### config.mk
export PLATFORM = sky130hd
export DESIGN_NAME = branch_resolver_flat
export DESIGN_NICKNAME = d
export VERILOG_FILES = /design/src/rtl/branch_pkg.sv /design/src/rtl/branch_resolver_if.sv /design/src/rtl/branch_stats.sv /design/src/rtl/branch_resolver.sv /design/src/flat_wrapper.sv
export SDC_FILE = /design/constraint.sdc
export NUM_CORES = 1
export LEC_CHECK = 0
export ABC_AREA = 1
export CAP_MARGIN = 40
export CORE_MARGIN = 2
export CORE_UTILIZATION = 43
export CTS_CLUSTER_DIAMETER = 200
export DETAILED_ROUTE_END_ITERATION = 7
export PLACE_DENSITY = 0.82
export SETUP_SLACK_MARGIN = 0.02
export SYNTH_ARGS = -nofsm -noshare
export SYNTH_HDL_FRONTEND = slang
export SYNTH_SLANG_ARGS = --single-unit
### constraint.sdc
create_clock -name clk -period 1.8 [get_ports clk]
set_input_delay 0.54 -clock clk [delete_from_list [all_inputs] [get_ports clk]]
set_output_delay 0.54 -clock clk [all_outputs]
set_load 0.02 [all_outputs]
### src/rtl/branch_pkg.sv
// Shared types and constants for the branch resolution stage.
// The funct3 encoder uses the same ENC_* constants.
package branch_pkg;

   typedef enum logic [1:0] {
      IDLE  = 2'd0,
      EVAL  = 2'd1,
      FLUSH = 2'd2
   } state_t;

   localparam logic ENC_BGE = 1'b0;
   localparam logic ENC_BNE = 1'b1;

   localparam int FLUSH_CNT_W = 4;

   typedef struct packed {
      logic is_branch;
      logic encoded_branch;
      logic alu_zero;
      logic alu_lt;
   } br_flags_t;

   // BNE is taken when the operands differ; BGE is taken when rs1 is not below rs2
   function automatic logic branch_taken(input br_flags_t f);
      return f.is_branch & ((f.encoded_branch == ENC_BNE) ? ~f.alu_zero : ~f.alu_lt);
   endfunction

endpackage

### src/rtl/branch_resolver_if.sv
// Request/result bundle between the branch resolver and its neighbouring stages.
interface branch_resolver_if #(
   parameter int XLEN   = 32,
   parameter int STAT_W = 32
);
   logic              br_valid;
   logic              br_ready;
   logic              is_branch;
   logic              encoded_branch;
   logic              alu_zero;
   logic              alu_lt;
   logic [XLEN-1:0]   target_addr;
   logic [XLEN-1:0]   pc_plus4;
   logic              out_valid;
   logic              out_ready;
   logic              pc_source;
   logic [XLEN-1:0]   next_pc;
   logic              misaligned;
   logic              flush;
   logic [STAT_W-1:0] taken_count;
   logic [STAT_W-1:0] resolved_count;

   modport slave (
      input  br_valid, is_branch, encoded_branch, alu_zero, alu_lt,
             target_addr, pc_plus4, out_ready,
      output br_ready, out_valid, pc_source, next_pc, misaligned, flush,
             taken_count, resolved_count
   );

   modport master (
      output br_valid, is_branch, encoded_branch, alu_zero, alu_lt,
             target_addr, pc_plus4, out_ready,
      input  br_ready, out_valid, pc_source, next_pc, misaligned, flush,
             taken_count, resolved_count
   );
endinterface

### src/rtl/branch_stats.sv
// Saturating taken/resolved counter pair for the branch resolver.
module branch_stats #(
   parameter int STAT_W = 32
) (
   input  logic              clk,
   input  logic              rst_n,
   input  logic              inc_taken,
   input  logic              inc_resolved,
   output logic [STAT_W-1:0] taken_count,
   output logic [STAT_W-1:0] resolved_count
);

   logic [STAT_W-1:0] taken_q, taken_d;
   logic [STAT_W-1:0] resolved_q, resolved_d;

   // Counters stick at all-ones rather than wrapping
   always_comb begin
      taken_d    = taken_q;
      resolved_d = resolved_q;
      if (inc_taken && !(&taken_q)) taken_d = taken_q + 1'b1;
      if (inc_resolved && !(&resolved_q)) resolved_d = resolved_q + 1'b1;
   end

   always_ff @(posedge clk or negedge rst_n) begin
      if (!rst_n) begin
         taken_q    <= '0;
         resolved_q <= '0;
      end else begin
         taken_q    <= taken_d;
         resolved_q <= resolved_d;
      end
   end

   assign taken_count    = taken_q;
   assign resolved_count = resolved_q;

endmodule

### src/rtl/branch_resolver.sv
// Branch resolution stage: decides taken/not-taken, drives next PC and a timed flush.
// Optional statistics counters are built only when BRANCH_STATS_EN is defined.
module branch_resolver
   import branch_pkg::*;
#(
   parameter int XLEN         = 32,
   parameter int FLUSH_CYCLES = 2,
   parameter int STAT_W       = 32
) (
   input  logic             clk,
   input  logic             rst_n,
   branch_resolver_if.slave bus
);

   localparam bit FLUSH_EN = (FLUSH_CYCLES > 0);
   localparam logic [FLUSH_CNT_W-1:0] FLUSH_LOAD = FLUSH_CNT_W'(FLUSH_CYCLES);

   state_t                 state_q, state_d;
   logic [FLUSH_CNT_W-1:0] cnt_q, cnt_d;
   br_flags_t              flags_q, flags_d;
   logic [XLEN-1:0]        target_q, target_d;
   logic [XLEN-1:0]        pc4_q, pc4_d;

   logic raw_taken;
   logic mis_raw;
   logic take;

   // All result outputs come from the captured operands, never the live inputs
   assign raw_taken = branch_taken(flags_q);
   assign mis_raw   = raw_taken & (target_q[1:0] != 2'b00);
   assign take      = raw_taken & ~mis_raw;

   always_comb begin
      state_d  = state_q;
      cnt_d    = cnt_q;
      flags_d  = flags_q;
      target_d = target_q;
      pc4_d    = pc4_q;
      case (state_q)
         IDLE: begin
            if (bus.br_valid) begin
               flags_d  = '{is_branch:      bus.is_branch,
                            encoded_branch: bus.encoded_branch,
                            alu_zero:       bus.alu_zero,
                            alu_lt:         bus.alu_lt};
               target_d = bus.target_addr;
               pc4_d    = bus.pc_plus4;
               state_d  = EVAL;
            end
         end
         EVAL: begin
            if (bus.out_ready) begin
               if (take && FLUSH_EN) begin
                  state_d = FLUSH;
                  cnt_d   = FLUSH_LOAD;
               end else begin
                  state_d = IDLE;
               end
            end
         end
         FLUSH: begin
            // Leave on the cycle the count would hit zero so flush lasts FLUSH_CYCLES cycles
            if (cnt_q <= 1) begin
               state_d = IDLE;
               cnt_d   = '0;
            end else begin
               cnt_d = cnt_q - 1'b1;
            end
         end
         default: state_d = IDLE;
      endcase
   end

   always_ff @(posedge clk or negedge rst_n) begin
      if (!rst_n) begin
         state_q  <= IDLE;
         cnt_q    <= '0;
         flags_q  <= '0;
         target_q <= '0;
         pc4_q    <= '0;
      end else begin
         state_q  <= state_d;
         cnt_q    <= cnt_d;
         flags_q  <= flags_d;
         target_q <= target_d;
         pc4_q    <= pc4_d;
      end
   end

   assign bus.br_ready   = (state_q == IDLE);
   assign bus.out_valid  = (state_q == EVAL);
   assign bus.pc_source  = (state_q == EVAL) & take;
   assign bus.misaligned = (state_q == EVAL) & mis_raw;
   assign bus.next_pc    = take ? target_q : pc4_q;
   assign bus.flush      = (state_q == FLUSH);

`ifdef BRANCH_STATS_EN
   logic result_accept;
   assign result_accept = (state_q == EVAL) & bus.out_ready;

   branch_stats #(.STAT_W(STAT_W)) u_stats (
      .clk            (clk),
      .rst_n          (rst_n),
      .inc_taken      (result_accept & take),
      .inc_resolved   (result_accept),
      .taken_count    (bus.taken_count),
      .resolved_count (bus.resolved_count)
   );
`else
   assign bus.taken_count    = '0;
   assign bus.resolved_count = '0;
`endif

endmodule

### src/flat_wrapper.sv
// flat-port wrapper written by rule: the top's interface ports become plain ports
module branch_resolver_flat import branch_pkg::*;
#(
   parameter int XLEN         = 32,
   parameter int FLUSH_CYCLES = 2,
   parameter int STAT_W       = 32
)
  (clk, rst_n, bus_br_valid, bus_is_branch, bus_encoded_branch, bus_alu_zero, bus_alu_lt, bus_target_addr, bus_pc_plus4, bus_out_ready, bus_br_ready, bus_out_valid, bus_pc_source, bus_next_pc, bus_misaligned, bus_flush, bus_taken_count, bus_resolved_count);
  branch_resolver_if #(.XLEN(XLEN), .STAT_W(STAT_W)) bus_i ();
  input  logic clk;
  input  logic rst_n;
  input wire logic [$bits(bus_i.br_valid)-1:0] bus_br_valid;
  input wire logic [$bits(bus_i.is_branch)-1:0] bus_is_branch;
  input wire logic [$bits(bus_i.encoded_branch)-1:0] bus_encoded_branch;
  input wire logic [$bits(bus_i.alu_zero)-1:0] bus_alu_zero;
  input wire logic [$bits(bus_i.alu_lt)-1:0] bus_alu_lt;
  input wire logic [$bits(bus_i.target_addr)-1:0] bus_target_addr;
  input wire logic [$bits(bus_i.pc_plus4)-1:0] bus_pc_plus4;
  input wire logic [$bits(bus_i.out_ready)-1:0] bus_out_ready;
  output wire logic [$bits(bus_i.br_ready)-1:0] bus_br_ready;
  output wire logic [$bits(bus_i.out_valid)-1:0] bus_out_valid;
  output wire logic [$bits(bus_i.pc_source)-1:0] bus_pc_source;
  output wire logic [$bits(bus_i.next_pc)-1:0] bus_next_pc;
  output wire logic [$bits(bus_i.misaligned)-1:0] bus_misaligned;
  output wire logic [$bits(bus_i.flush)-1:0] bus_flush;
  output wire logic [$bits(bus_i.taken_count)-1:0] bus_taken_count;
  output wire logic [$bits(bus_i.resolved_count)-1:0] bus_resolved_count;
  assign bus_i.br_valid = bus_br_valid;
  assign bus_i.is_branch = bus_is_branch;
  assign bus_i.encoded_branch = bus_encoded_branch;
  assign bus_i.alu_zero = bus_alu_zero;
  assign bus_i.alu_lt = bus_alu_lt;
  assign bus_i.target_addr = bus_target_addr;
  assign bus_i.pc_plus4 = bus_pc_plus4;
  assign bus_i.out_ready = bus_out_ready;
  assign bus_br_ready = bus_i.br_ready;
  assign bus_out_valid = bus_i.out_valid;
  assign bus_pc_source = bus_i.pc_source;
  assign bus_next_pc = bus_i.next_pc;
  assign bus_misaligned = bus_i.misaligned;
  assign bus_flush = bus_i.flush;
  assign bus_taken_count = bus_i.taken_count;
  assign bus_resolved_count = bus_i.resolved_count;
  branch_resolver #(.XLEN(XLEN), .FLUSH_CYCLES(FLUSH_CYCLES), .STAT_W(STAT_W)) u_core (.clk(clk), .rst_n(rst_n), .bus(bus_i));
endmodule
==> summary by stage, run 1 <==
Run status
The run finished, with violations left. The final reports fail on setup timing.

Final layout
Leaving out fill and tap cells, the most frequent cell in the layout is sky130_fd_sc_hd__nand2_1. The ratio of cells with drive above 1 in the final layout is 38.6%. The post-layout net count is approximately 600. The layout overhead on the synthesized area is 41.6%. The number of diodes is 0. The count of cells in the finished layout, fillers not included, comes to 640. The utilization of the core after routing is 61.8%. The top cell types in the final layout, fill and taps aside, are sky130_fd_sc_hd__nand2_1 (79), sky130_fd_sc_hd__dfrtp_1 (74), sky130_fd_sc_hd__clkdlybuf4s50_1 (70), sky130_fd_sc_hd__conb_1 (64), sky130_fd_sc_hd__mux2_2 (57).

Global routing
For this run, global-route usage on met2 was measured as 30.5%. In the global route stage, met3 resource usage came out at 5.71%. The total global-route track usage is 17.4%. The global routing usage on met1 is 20.1%. Entering global routing, the biggest net connects 33 pins. The first-pass GRT wire length is ~14 mm. The number of global-route vias before repair came to approximately 3,000. The initial antenna violation count is 0. The final global-route overflow total is 0.

The layer flagged by global routing as most heavily used is met2.

Logic synthesis
In the post-synthesis netlist, the biggest area contributors are sky130_fd_sc_hd__dfrtp_1 (47%), sky130_fd_sc_hd__mux2_2 (16%), sky130_fd_sc_hd__buf_4 (12%). Among all flip-flop cells after synthesis, the most frequent one is sky130_fd_sc_hd__dfrtp_1. The count of state elements after synthesis is 74. The synthesized netlist occupies a cell area of 0.00396 mm². During synthesis, Yosys emitted a total of 0 warnings. The number of flops mapped to enable cells by yosys is 0. In the synthesized netlist, the number of instances is 383. The area share of the leading cell type in the synthesized netlist is 46.8%. After synthesis, the mean cell area works out to 10.3 µm². In the synthesized netlist the async set-or-reset flop fraction comes to 100%. sky130_fd_sc_hd__dfrtp_1 takes more of the synthesized area than any other cell.

Of the synthesized area, sequential elements account for 46.8%. The number of distinct library cells after synthesis is 26.

Flow run
The number of max-cap violations is 0.

Pwr
Power comes to between 10 and 15 mW. The worst-case IR drop observed on VDD is between 1 and 1.5 mV. The static power due to leakage is 2.74 nW. The ratio of total power to cell area is 1850 mW/mm².

STA
The maximum operating frequency is 451 MHz. Setup violations remaining at the end of the flow were counted as 34. Setup repair after global routing could not meet its margin everywhere.

The final number of hold-violating endpoints came to 0. The final critical path takes up 123% of the cycle. Subtracting the final worst setup slack from the clock period gives 2.22 ns.

After routing, the total negative slack on setup checks comes to -11.54 ns. The setup slack after layout is -0.417 ns. The count of pins over their slew limit is 0.

The setup clock skew after layout is 0.00980 ns.

Clock tree
The clock root buffer is sky130_fd_sc_hd__clkbuf_8. The clock edge transition at the registers on the reported setup and hold paths is 0.08 ns. The worst-case clock buffer depth is 2. The hold-fix buffer count after cts is 0. TritonCTS built the clock tree. Clock tree synthesis inserted a total of 9 buffers. The clock tree synthesis step divided the H-tree into 3 levels. The sink count of the clock tree is 74.

The clock latency of the later-clocked register in the worst-skew pair is 0.33 ns.

Floorplanning
Pin placement for this block handled ~170 I/O pins. After floorplanning, the core was sized to cover 0.00906 mm². The die outline area is around 0.010 mm². From left edge to right edge, the die measures 99.9 µm. The y dimension of the die is 99.9 µm. The starting density of the core is 43.6%. The row count is 35.

Setup path
The largest single stage delay on the critical path is 0.40 ns. STA classifies the critical path startpoint as a flip-flop. In this run the worst path has a maximum fanout of 6. The kind of capture point of the worst setup path is an output port.

For the worst setup path, the data required time is 1.26 ns. The critical path goes through inv_2 > nand2_4 > nand3_4 > nor2_4 > buf_6 > clkbuf_16 > nand2_1 > nand2_1 > buf_6. The cell type of the slowest stage on the worst timing path is sky130_fd_sc_hd__dfrtp_1. By startpoint and endpoint, the worst setup path is classified as flip-flop to output port. For the worst setup path, the data arrival time is 1.68 ns.

Route
The detailed-route vias per instance is 4.60. Once detail routing completed, the nets flagged for antenna violations numbered 0. Wires add up to between 8 and 9 mm. Summing over every cut layer, the via total after detailed routing is 2,947. The first routing iteration left 60 violations. For this run, the detailed router's first-pass iteration total came to 4. The average detailed-routed wire length per instance is 14.0 µm. The final routed DRC violation total is 0.

Placed design
The number of port buffers is 108. The worst setup slack before clock tree synthesis is -0.421 ns. Detailed placement ended at an HPWL of 6.38 mm.

Once placement completed, the tool counted placed cells totaling 613. The last weighted congestion value of the routability-driven placer is a little under 0.8.

Worst hold path
The worst hold-check path type is primary input to async pin.
-- cell families after synthesis --
kind of cell    after synthesis  synth area share (%)
buf+inv                      92                  17.0
flops                        74                  46.8
mux                          64                  18.9
compound gates                9                  1.20
fa+ha+maj                     6                  1.90
xor+xnor                      1                 0.221
simple gates                136                  13.9
other cells                   1                0.0948
-- registers in the layout, summed over array words and instances (netlist names) --
name,cells
u_core.flags_q,4
u_core.state_q,2
u_core.target_q,32
u_core.pc4_q,32
u_core.cnt_q,4
-- per-layer routing --
metal | vias up | share of wire (%)
met5 | - | 0
met4 | 0 | 1.5
met3 | 14 | 8.8
met2 | 136 | 51
met1 | 1419 | 39
li1 | 1378 | -
-- synth_stat cells (2+ instances only) --
library cell,count
sky130_fd_sc_hd__dfrtp_1,74
sky130_fd_sc_hd__mux2_4,7
sky130_fd_sc_hd__nand3_1,7
sky130_fd_sc_hd__buf_2,3
sky130_fd_sc_hd__buf_6,5
sky130_fd_sc_hd__nand2_2,2
sky130_fd_sc_hd__buf_4,65
sky130_fd_sc_hd__a21oi_1,5
sky130_fd_sc_hd__nor2_1,11
sky130_fd_sc_hd__nand2_1,110
sky130_fd_sc_hd__clkbuf_8,4
sky130_fd_sc_hd__ha_1,6
sky130_fd_sc_hd__o21ai_0,2
sky130_fd_sc_hd__inv_2,2
sky130_fd_sc_hd__mux2_2,57
sky130_fd_sc_hd__inv_1,13
-- per-stage QoR --
stage                     hold WS [ns]  cell area [µm²]
after floorplan                  0.244             4200
after global placement           0.456             5060
after detailed placement         0.452             5060
after CTS                       0.0837             5260
after global routing            0.0884             5600
final                           0.0907             5600
-- worst paths after layout --
kind | from | to | slack, ns | cells after the start
min reg2reg | u_core.pc4_q[31]$_DFFE_PN0P_ | u_core.pc4_q[31]$_DFFE_PN0P_ | 0.51 | 1
max in group asynchronous | rst_n | u_core.pc4_q[15]$_DFFE_PN0P_ | 1.21 | 2
max | u_core.flags_q[2]$_DFFE_PN0P_ | bus_next_pc[8] | -0.42 | 9
min in group clk | u_core.pc4_q[31]$_DFFE_PN0P_ | u_core.pc4_q[31]$_DFFE_PN0P_ | 0.51 | 1
max reg2reg | u_core.state_q[0]$_DFFE_PN0P_ | u_core.target_q[22]$_DFFE_PN0P_ | 0.16 | 7
min | rst_n | u_core.pc4_q[6]$_DFFE_PN0P_ | 0.09 | 1
-- worst max-delay path: cells and delay by family (launching register included) --
family                 cells  cell delay (ns)
buffers and inverters      4             0.48
flip-flops                 1             0.40
AND/OR/NAND/NOR            5             0.47
-- final cells by class --
| class | count | area (µm²) |
|---|---|---|
| Clock inverter | 6 | 91.3 |
| Inverter | 15 | 61.3 |
| Clock buffer | 10 | 128 |
| Fill cell | 703 | 3460 |
| Multi-Input combinational cell | 280 | 1840 |
| Timing Repair Buffer | 144 | 1490 |
| Tap cell | 111 | 139 |
| Sequential cell | 74 | 1850 |
-- timing repair --
item,4_1_cts,5_1_grt
gates cloned,0,2
resized for setup,194,83
pin swaps,0,9
buffers inserted,1,9
setup endpoints to repair,37,37
-- where the power goes --
| part | switching (mW) | leakage (nW) | total, mW | internal [mW] |
|---|---|---|---|---|
| registers | 0.527 | 0.874 | 3.02 | 2.49 |
| clock network | 0.617 | 0.0987 | 1.40 | 0.783 |
| logic | 2.91 | 1.77 | 5.96 | 3.05 |
| total | 4.05 | 2.74 | 10.4 | 6.32 |
Note: power is estimated with default switching activity, not from simulation.
==> run 2, diff against run 1 <==
Settings changed: CORE_ASPECT_RATIO set to 1.2, CORE_UTILIZATION 43 to 38, PLACE_DENSITY 0.82 to 0.76.
Clock period 1.8 ns to 1.95 ns, I/O delays scaled along.
==> run 2 against run 1 <==
Net effect:
- cell count shrank 0.31%
- highest routed layer unchanged
- sequential share of layout area is 1.3 points higher
- critical path type unchanged
- the flow still finishes with violations (setup timing)
- flip-flop and latch count unchanged
==> summary by stage, run 2 (synthesis gave the netlist of run 1 again) <==
Setup path
The peak per-stage delay on the critical path is 0.41 ns (was 0.40 ns). The data arrival at the endpoint of the critical path came to 1.57 ns (was 1.68 ns). The startpoint of the worst setup timing path is u_core.flags_q[2]$_DFFE_PN0P_ (unchanged).

The setup slack of the worst register-to-register path was 0.26 ns (was 0.16 ns). The maximum fanout encountered on the critical timing path came to 14 (was 6). The critical register-to-register path endpoint is u_core.target_q[28]$_DFFE_PN0P_ (was u_core.target_q[22]$_DFFE_PN0P_). The family of cells with the greatest summed delay on the critical path is buffers and inverters (unchanged). The length in cells of the worst reg-to-reg path is 7 (unchanged). The startpoint of the worst-slack reg-to-reg timing path was u_core.state_q[1]$_DFFE_PN0P_ (was u_core.state_q[0]$_DFFE_PN0P_).

Worst path cell trace: nand2_1 > nand3_4 > nor2_4 > buf_8 > buf_4 > nor2_1 > buf_2 (was inv_2 > nand2_4 > nand3_4 > nor2_4 > buf_6 > clkbuf_16 > nand2_1 > nand2_1 > buf_6). The required time of the critical path is 1.36 ns (was 1.26 ns). The kind of capture point of the worst setup path is an output port (unchanged). The type of the setup path with the least slack is flip-flop to output port (unchanged). The number of buffers and inverters on the critical path came to 3 (was 4).

The kind of start point of the critical path is a flip-flop (unchanged). The cell type of the slowest stage on the worst timing path is sky130_fd_sc_hd__dfrtp_1 (unchanged).

Clock tree
The clock root buffer is sky130_fd_sc_hd__clkbuf_16 (was sky130_fd_sc_hd__clkbuf_8). The total CTS buffers came to 9 (unchanged). The worst-case clock buffer depth is 2 (unchanged). The H-tree depth is 3 (unchanged). The CTS tree is yes (unchanged). The hold-fix buffer count after cts is 0 (unchanged). The clock edge transition at the registers on the reported setup and hold paths is 0.06 ns (was 0.08 ns). The sink count of the clock tree is 74 (unchanged). The clock latency of the later-clocked register in the worst-skew pair was 0.33 ns (about the same).

Worst hold path
The worst hold-check path type is primary input to async pin (unchanged).

Final layout
The layout overhead on the synthesized area is 36.3% (was 41.6%). The utilization of the core after routing is 53.6% (was 61.8%). The summed area of non-filler cells in the final layout is 0.00539 mm² (was 0.00560 mm²).

The number of diodes is 0 (unchanged). The ratio of cells with drive above 1 in the final layout is 30.1% (was 38.6%). The leading cell type in the layout, fill and taps excluded is sky130_fd_sc_hd__nand2_1 (unchanged). Most used cells in the layout excluding fill and tap cells: sky130_fd_sc_hd__nand2_1 (106), sky130_fd_sc_hd__dfrtp_1 (74), sky130_fd_sc_hd__clkdlybuf4s50_1 (70), sky130_fd_sc_hd__conb_1 (64), sky130_fd_sc_hd__mux2_2 (57) (was sky130_fd_sc_hd__nand2_1 (79), sky130_fd_sc_hd__dfrtp_1 (74), sky130_fd_sc_hd__clkdlybuf4s50_1 (70), sky130_fd_sc_hd__conb_1 (64), sky130_fd_sc_hd__mux2_2 (57)).

The number of non-filler instances in the completed layout came to 638 (was 640). Leading registers by flop count: u_core.pc4_q: 32 flops, u_core.target_q: 32 flops (unchanged). The post-layout net count is 586 (was 602). The total of fill cells in the finished design is 892 (was 703).

STA
The smallest hold slack is 0.241 ns (was 0.0907 ns). For this run, the top clock speed supported by timing is around 460 MHz. The final number of hold-violating endpoints was 0 (unchanged).

The setup clock skew after layout is 0.00975 ns (was 0.00980 ns). The final-report setup violation count is 34 (unchanged). For the finished layout, the period the worst path requires is 2.15 ns. The setup slack after layout is -0.204 ns (was -0.417 ns). In the finished design, the share of the clock period the worst path needs comes to 110%. Setup repair after global routing missed its margin: true (unchanged).

The count of pins over their slew limit is 0 (unchanged). The total negative slack for setup checks is -5.38 ns (was -11.54 ns).

Global routing
The initial antenna violation count is 0 (unchanged). The pin count of the biggest net entering global routing was 75 (was 33). The first-pass GRT wire length is 13.4 mm (was 13.8 mm).

The number of global-route vias before repair is 2,787 (was 3,008). The final global-route overflow total is 0 (unchanged). The total global-route track usage is 15.2% (was 17.4%).

Route
The average detailed-routed wire length per instance came to 13.3 µm (was 14.0 µm). The number of iterations in the first detailed-routing pass is 3 (was 4). The remaining antenna violation count came to 0 (unchanged). The detailed-route vias per instance is 4.45 (was 4.60). The number of DRC markers after the initial detailed-route iteration was 78 (was 60). The total via count after detailed routing is 2,836 (was 2,947). The final routed DRC violation total is 0 (unchanged). The total routed wirelength is 8.52 mm (was 8.95 mm).

Run status
Violated checks: setup timing (unchanged). Result of the run: finished, violations left (unchanged).

Pwr
The ratio of total power to cell area was 1730 mW/mm² (was 1850 mW/mm²). The worst IR drop on VDD was 0.928 mV (was 1.37 mV). The overall power of the completed layout is 9.35 mW (was 10.4 mW). The static power due to leakage was 2.65 nW (was 2.74 nW).

Placed design
The number of placed instances, taps included was 622 (was 613). The last weighted congestion value of the routability-driven placer was 0.742 (was 0.772). The number of port buffers came to 108 (unchanged). The worst setup slack before clock tree synthesis is -0.323 ns (was -0.421 ns). The detailed-placement wirelength estimate is 6.41 mm (was 6.38 mm). The area after detailed placement came to 0.00501 mm² (was 0.00506 mm²).

Floorplanning
The starting density of the core is 39.3% (was 43.6%). The die outline area is 0.0112 mm² (was 0.00998 mm²). The row count was 40 (was 35). The area of the core came to 0.0101 mm² (was 0.00906 mm²). The number of ports placed on the die boundary is 173 (unchanged). The y dimension of the die is 116 µm (was 99.9 µm). The die extent in x was 97.1 µm (was 99.9 µm).

Flow run
The number of max-cap violations is 0 (unchanged).
## run 2: changes by cell type in the layout (fill, tap and decap cells not counted), moves of 3 or more
cell | previous run | this run
sky130_fd_sc_hd__nand2_1 | 79 | 106
sky130_fd_sc_hd__nand2_2 | 27 | 5
sky130_fd_sc_hd__buf_4 | 30 | 13
sky130_fd_sc_hd__clkbuf_16 | 1 | 9
sky130_fd_sc_hd__buf_2 | 0 | 6
sky130_fd_sc_hd__clkbuf_8 | 9 | 3
sky130_fd_sc_hd__nand2_4 | 7 | 2
sky130_fd_sc_hd__clkinvlp_4 | 3 | 0
sky130_fd_sc_hd__inv_1 | 9 | 12
## run 2: how the worst max path moves through the flow
stage	endpoint	slack [ns]	cells after the start
4_1_cts	bus_next_pc[1]	-0.23	8
3_5_place_dp	bus_next_pc[30]	-0.32	7
6_report	bus_next_pc[0]	-0.20	7
2_1_floorplan	bus_misaligned	0.11	4
5_1_grt	bus_next_pc[0]	-0.31	8
3_3_place_gp	bus_next_pc[30]	-0.30	7
## run 2: per-layer routing
layer	wire, µm	part of all wire, %	GRT usage (%)
met5	0	0	0
met2	4520	53	27.8
met4	161	1.9	6.67
met3	551	6.5	3.68
met1	3290	39	17.1
## run 2: area by class of cell
| cell class | instances | area, µm² | share of cell area, % |
|---|---|---|---|
| repair buffers | 128 | 1310 | 24.2 |
| flip-flops and latches | 74 | 1850 | 34.3 |
| well taps | 126 | 158 | 2.92 |
| clock inverters | 2 | 35.0 | 0.650 |
| clock buffers | 13 | 270 | 5.01 |
| inverters | 15 | 56.3 | 1.04 |
| multi-input cells | 280 | 1710 | 31.8 |
## run 2: repair_timing
action / 4_1_cts / 5_1_grt
setup buffers: 1 / 0
gates resized for setup: 223 / 3
endpoints found under the setup margin: 37 / 35
pin swaps: 1 / 0
## run 2: power by group
group / leakage, nW / internal [mW] / switching (mW)
combinational: 1.62 / 2.50 / 2.45
sequential: 0.874 / 2.30 / 0.425
clock: 0.152 / 1.09 / 0.592
==> run 3, diff against run 2 <==
Settings changed: CORE_UTILIZATION 38 to 46, PLACE_DENSITY 0.76 to 0.87.
Clock period 1.95 ns to 2.75 ns, I/O delays scaled along.
==> run 3 against run 2 <==
Net effect:
- the run now ends clean
- via count is 2.4% lower
- sequential share of layout area is 1.8 points higher
- power is 37% lower
- flip-flop and latch count stayed put
- sequential power is 29% lower
- largest cell class unchanged
- clock power is 38% lower
- global-route usage is 2.4 points higher
- die area is 17% lower
- critical path depth stayed put
- routed wire length is 4.0% lower
- non-clock buffer count is 13 lower
- largest power group unchanged
==> summary by stage, run 3 (synthesis gave the netlist of run 1 again) <==
Run status
Result of the run: completed (was finished, violations left).

STA
The final critical path takes up between 90 and 100% of the cycle. The count of pins over their slew limit is 0 (unchanged). The final number of hold-violating endpoints is 0 (unchanged).

The maximum operating frequency is approximately 380 MHz. The clock period could shrink to between 2 and 3 ns. The setup clock skew after layout is 0.0107 ns (was 0.00975 ns). The final-report setup violation count is 0 (was 34). The total negative slack for setup checks is 0 ns (was -5.38 ns). Setup repair after global routing missed its margin: true (unchanged). The setup slack after layout is 0.117 ns (was -0.204 ns).

Clock tree
The worst-case clock buffer depth is 2 (unchanged). The clock edge transition at the registers on the reported setup and hold paths is 0.08 ns (was 0.06 ns). The CTS tree was yes (unchanged). The post-CTS repair timing setup buffer count came to 0 (was 1). The total CTS buffers came to 9 (unchanged). The H-tree depth is 3 (unchanged). The clock latency of the later-clocked register in the worst-skew pair was 0.33 ns (about the same). The clock root buffer is sky130_fd_sc_hd__clkbuf_8 (was sky130_fd_sc_hd__clkbuf_16). The sink count of the clock tree is 74 (unchanged).

Route
The detailed-route vias per instance is 4.49 (was 4.45). The total routed wirelength came to 8.18 mm (was 8.52 mm). The remaining antenna violation count is 0 (unchanged). The average detailed-routed wire length per instance is 13.2 µm (was 13.3 µm). The number of iterations in the first detailed-routing pass is 4 (was 3). The final routed DRC violation total is 0 (unchanged). The number of DRC markers after the initial detailed-route iteration is 93 (was 78).

The total via count after detailed routing is 2,769 (was 2,836).

Floorplanning
The row count came to 37 (was 40). The die outline area came to 0.00936 mm² (was 0.0112 mm²). The die extent in x is 88.7 µm (was 97.1 µm). The area of the core is 0.00847 mm² (was 0.0101 mm²). The y dimension of the die is 106 µm (was 116 µm). The number of ports placed on the die boundary came to 173 (unchanged). The starting density of the core is 46.7% (was 39.3%).

Setup path
The type of the setup path with the least slack is flip-flop to output port (unchanged). The required time of the critical path was 1.93 ns (was 1.36 ns). The data arrival at the endpoint of the critical path was 1.81 ns (was 1.57 ns). The startpoint of the worst-slack reg-to-reg timing path is u_core.state_q[0]$_DFFE_PN0P_ (was u_core.state_q[1]$_DFFE_PN0P_). The maximum fanout encountered on the critical timing path is 16 (was 14). The length in cells of the worst reg-to-reg path was 5 (was 7).

The kind of capture point of the worst setup path is an output port (unchanged). The kind of start point of the critical path is a flip-flop (unchanged). The startpoint of the worst setup timing path is u_core.target_q[1]$_DFFE_PN0P_ (was u_core.flags_q[2]$_DFFE_PN0P_).

Pwr
The static power due to leakage was 2.53 nW (was 2.65 nW). The net switching fraction of the power is 38.7% (was 37.1%). The power dissipated by switching net loads came to 2.30 mW (was 3.47 mW). The combinational fraction of design power came to 50.0% (was 52.9%). The ratio of total power to cell area was 1160 mW/mm² (was 1730 mW/mm²). The worst IR drop on VDD is 0.703 mV (was 0.928 mV). The portion of total power attributed to sequential cells is 32.5% (was 29.1%). The internal power component is 3.63 mW (was 5.88 mW). The clock network fraction of total power came to 17.5% (was 17.9%).

Placed design
The area after detailed placement is 0.00490 mm² (was 0.00501 mm²). The detailed-placement wirelength estimate is 6.17 mm (was 6.41 mm). The worst setup slack before clock tree synthesis is 0.174 ns (was -0.323 ns).

The number of port buffers came to 108 (unchanged). The last weighted congestion value of the routability-driven placer is 0.820 (was 0.742).

Global routing
The routing layer with the top usage in global route is met2 (unchanged). The met3 demand-to-capacity share in global routing is 4.93% (was 3.68%). The total global-route track usage is 17.7% (was 15.2%).

The final global-route overflow total is 0 (unchanged). The number of global-route vias before repair is 2,771 (was 2,787). The initial antenna violation count is 0 (unchanged). The first-pass GRT wire length is 12.7 mm (was 13.4 mm). The fraction of met2 tracks used by global routing came to 31.3% (was 27.8%). The pin count of the biggest net entering global routing was 73 (was 75). The global routing usage on met1 was 20.1% (was 17.1%).

Final layout
The number of diodes is 0 (unchanged). Leading registers by flop count: u_core.pc4_q: 32 flops, u_core.target_q: 32 flops (unchanged). Most used cells in the layout excluding fill and tap cells: sky130_fd_sc_hd__nand2_1 (110), sky130_fd_sc_hd__dfrtp_1 (74), sky130_fd_sc_hd__clkdlybuf4s50_1 (73), sky130_fd_sc_hd__conb_1 (64), sky130_fd_sc_hd__mux2_2 (57) (was sky130_fd_sc_hd__nand2_1 (106), sky130_fd_sc_hd__dfrtp_1 (74), sky130_fd_sc_hd__clkdlybuf4s50_1 (70), sky130_fd_sc_hd__conb_1 (64), sky130_fd_sc_hd__mux2_2 (57)). The layout overhead on the synthesized area is 29.6% (was 36.3%). The total of fill cells in the finished design is 720 (was 892).

The leading cell type in the layout, fill and taps excluded is sky130_fd_sc_hd__nand2_1 (unchanged). The summed area of non-filler cells in the final layout is 0.00513 mm² (was 0.00539 mm²). The post-layout net count is 573 (was 586). The ratio of cells with drive above 1 in the final layout is 19.4% (was 30.1%).

Worst hold path
The worst hold-check path type is primary input to async pin (unchanged).

Flow run
The number of max-cap violations came to 0 (unchanged).
[run 3: cell count changes in the layout (fill, tap and decap cells not counted), sizes merged]
cell | before | now
clkdlybuf4s15 | 0 | 4
clkinvlp | 0 | 1
clkdlybuf4s50 | 70 | 73
bufinv | 1 | 3
clkbuf | 13 | 12
clkinv | 1 | 0
buf | 58 | 8
dlygate4sd2 | 0 | 30
[run 3: layer usage]
metal	vias up	share of wire [%]
met5	-	0
met4	0	2.2
met3	16	6.4
met2	131	52
met1	1306	39
li1	1316	-
[run 3: final timing paths]
check                                                  endpoint  slack, ns
worst max-delay path                            bus_next_pc[10]       0.12
worst min-delay path                u_core.cnt_q[2]$_DFFE_PN0P_       0.37
worst max register to register      u_core.pc4_q[9]$_DFFE_PN0P_       1.07
worst min register to register     u_core.pc4_q[14]$_DFFE_PN0P_       0.51
max in group asynchronous       u_core.target_q[26]$_DFFE_PN0P_       1.81
min in group clk                   u_core.pc4_q[14]$_DFFE_PN0P_       0.51
[run 3: area by class of cell]
| class | instances | area [µm²] | area share, % |
|---|---|---|---|
| inverter | 15 | 56.3 | 1.10 |
| tap | 117 | 146 | 2.85 |
| multi-input combinational | 280 | 1680 | 32.7 |
| timing repair buffer | 115 | 1150 | 22.3 |
| clock inverter | 4 | 97.6 | 1.90 |
| sequential | 74 | 1850 | 36.1 |
| clock buffer | 12 | 155 | 3.03 |
[run 3: what timing repair did]
action,CTS,global route
gates resized for setup,35,6
hold buffers,0,0
setup endpoints to repair,34,12
[run 3: per-stage QoR]
stage / total power [mW] / cells / utilization, % / hold slack (ns)
finish: 5.93 / 617 / 60.5 / 0.370
global route: 6.33 / 617 / 60.5 / 0.372
CTS: 5.96 / 617 / 60.4 / 0.368
detailed placement: 5.18 / 601 / 57.8 / 0.491
global placement: 5.04 / 600 / 57.5 / 0.481
floorplan: 4.02 / 446 / - / 0.464
[run 3: critical path, stage by stage, from the launching register on]
cell and delay, ns:
sky130_fd_sc_hd__dfrtp_1 0.40, sky130_fd_sc_hd__nor2_2 0.21, sky130_fd_sc_hd__inv_2 0.07, sky130_fd_sc_hd__nor2_4 0.13
sky130_fd_sc_hd__buf_6 0.19, sky130_fd_sc_hd__nand2_1 0.07, sky130_fd_sc_hd__nand2_1 0.07, sky130_fd_sc_hd__dlygate4sd2_1 0.34
[run 3: power by group through the flow]
stage | clock [mW] | combinational, mW | sequential [mW]
detailed placement | 0 | 3.24 | 1.94
CTS | 1.07 | 2.97 | 1.92
finish | 1.04 | 2.97 | 1.93
global route | 1.12 | 3.22 | 1.99
global placement | 0 | 3.14 | 1.90
floorplan | 0 | 2.17 | 1.84
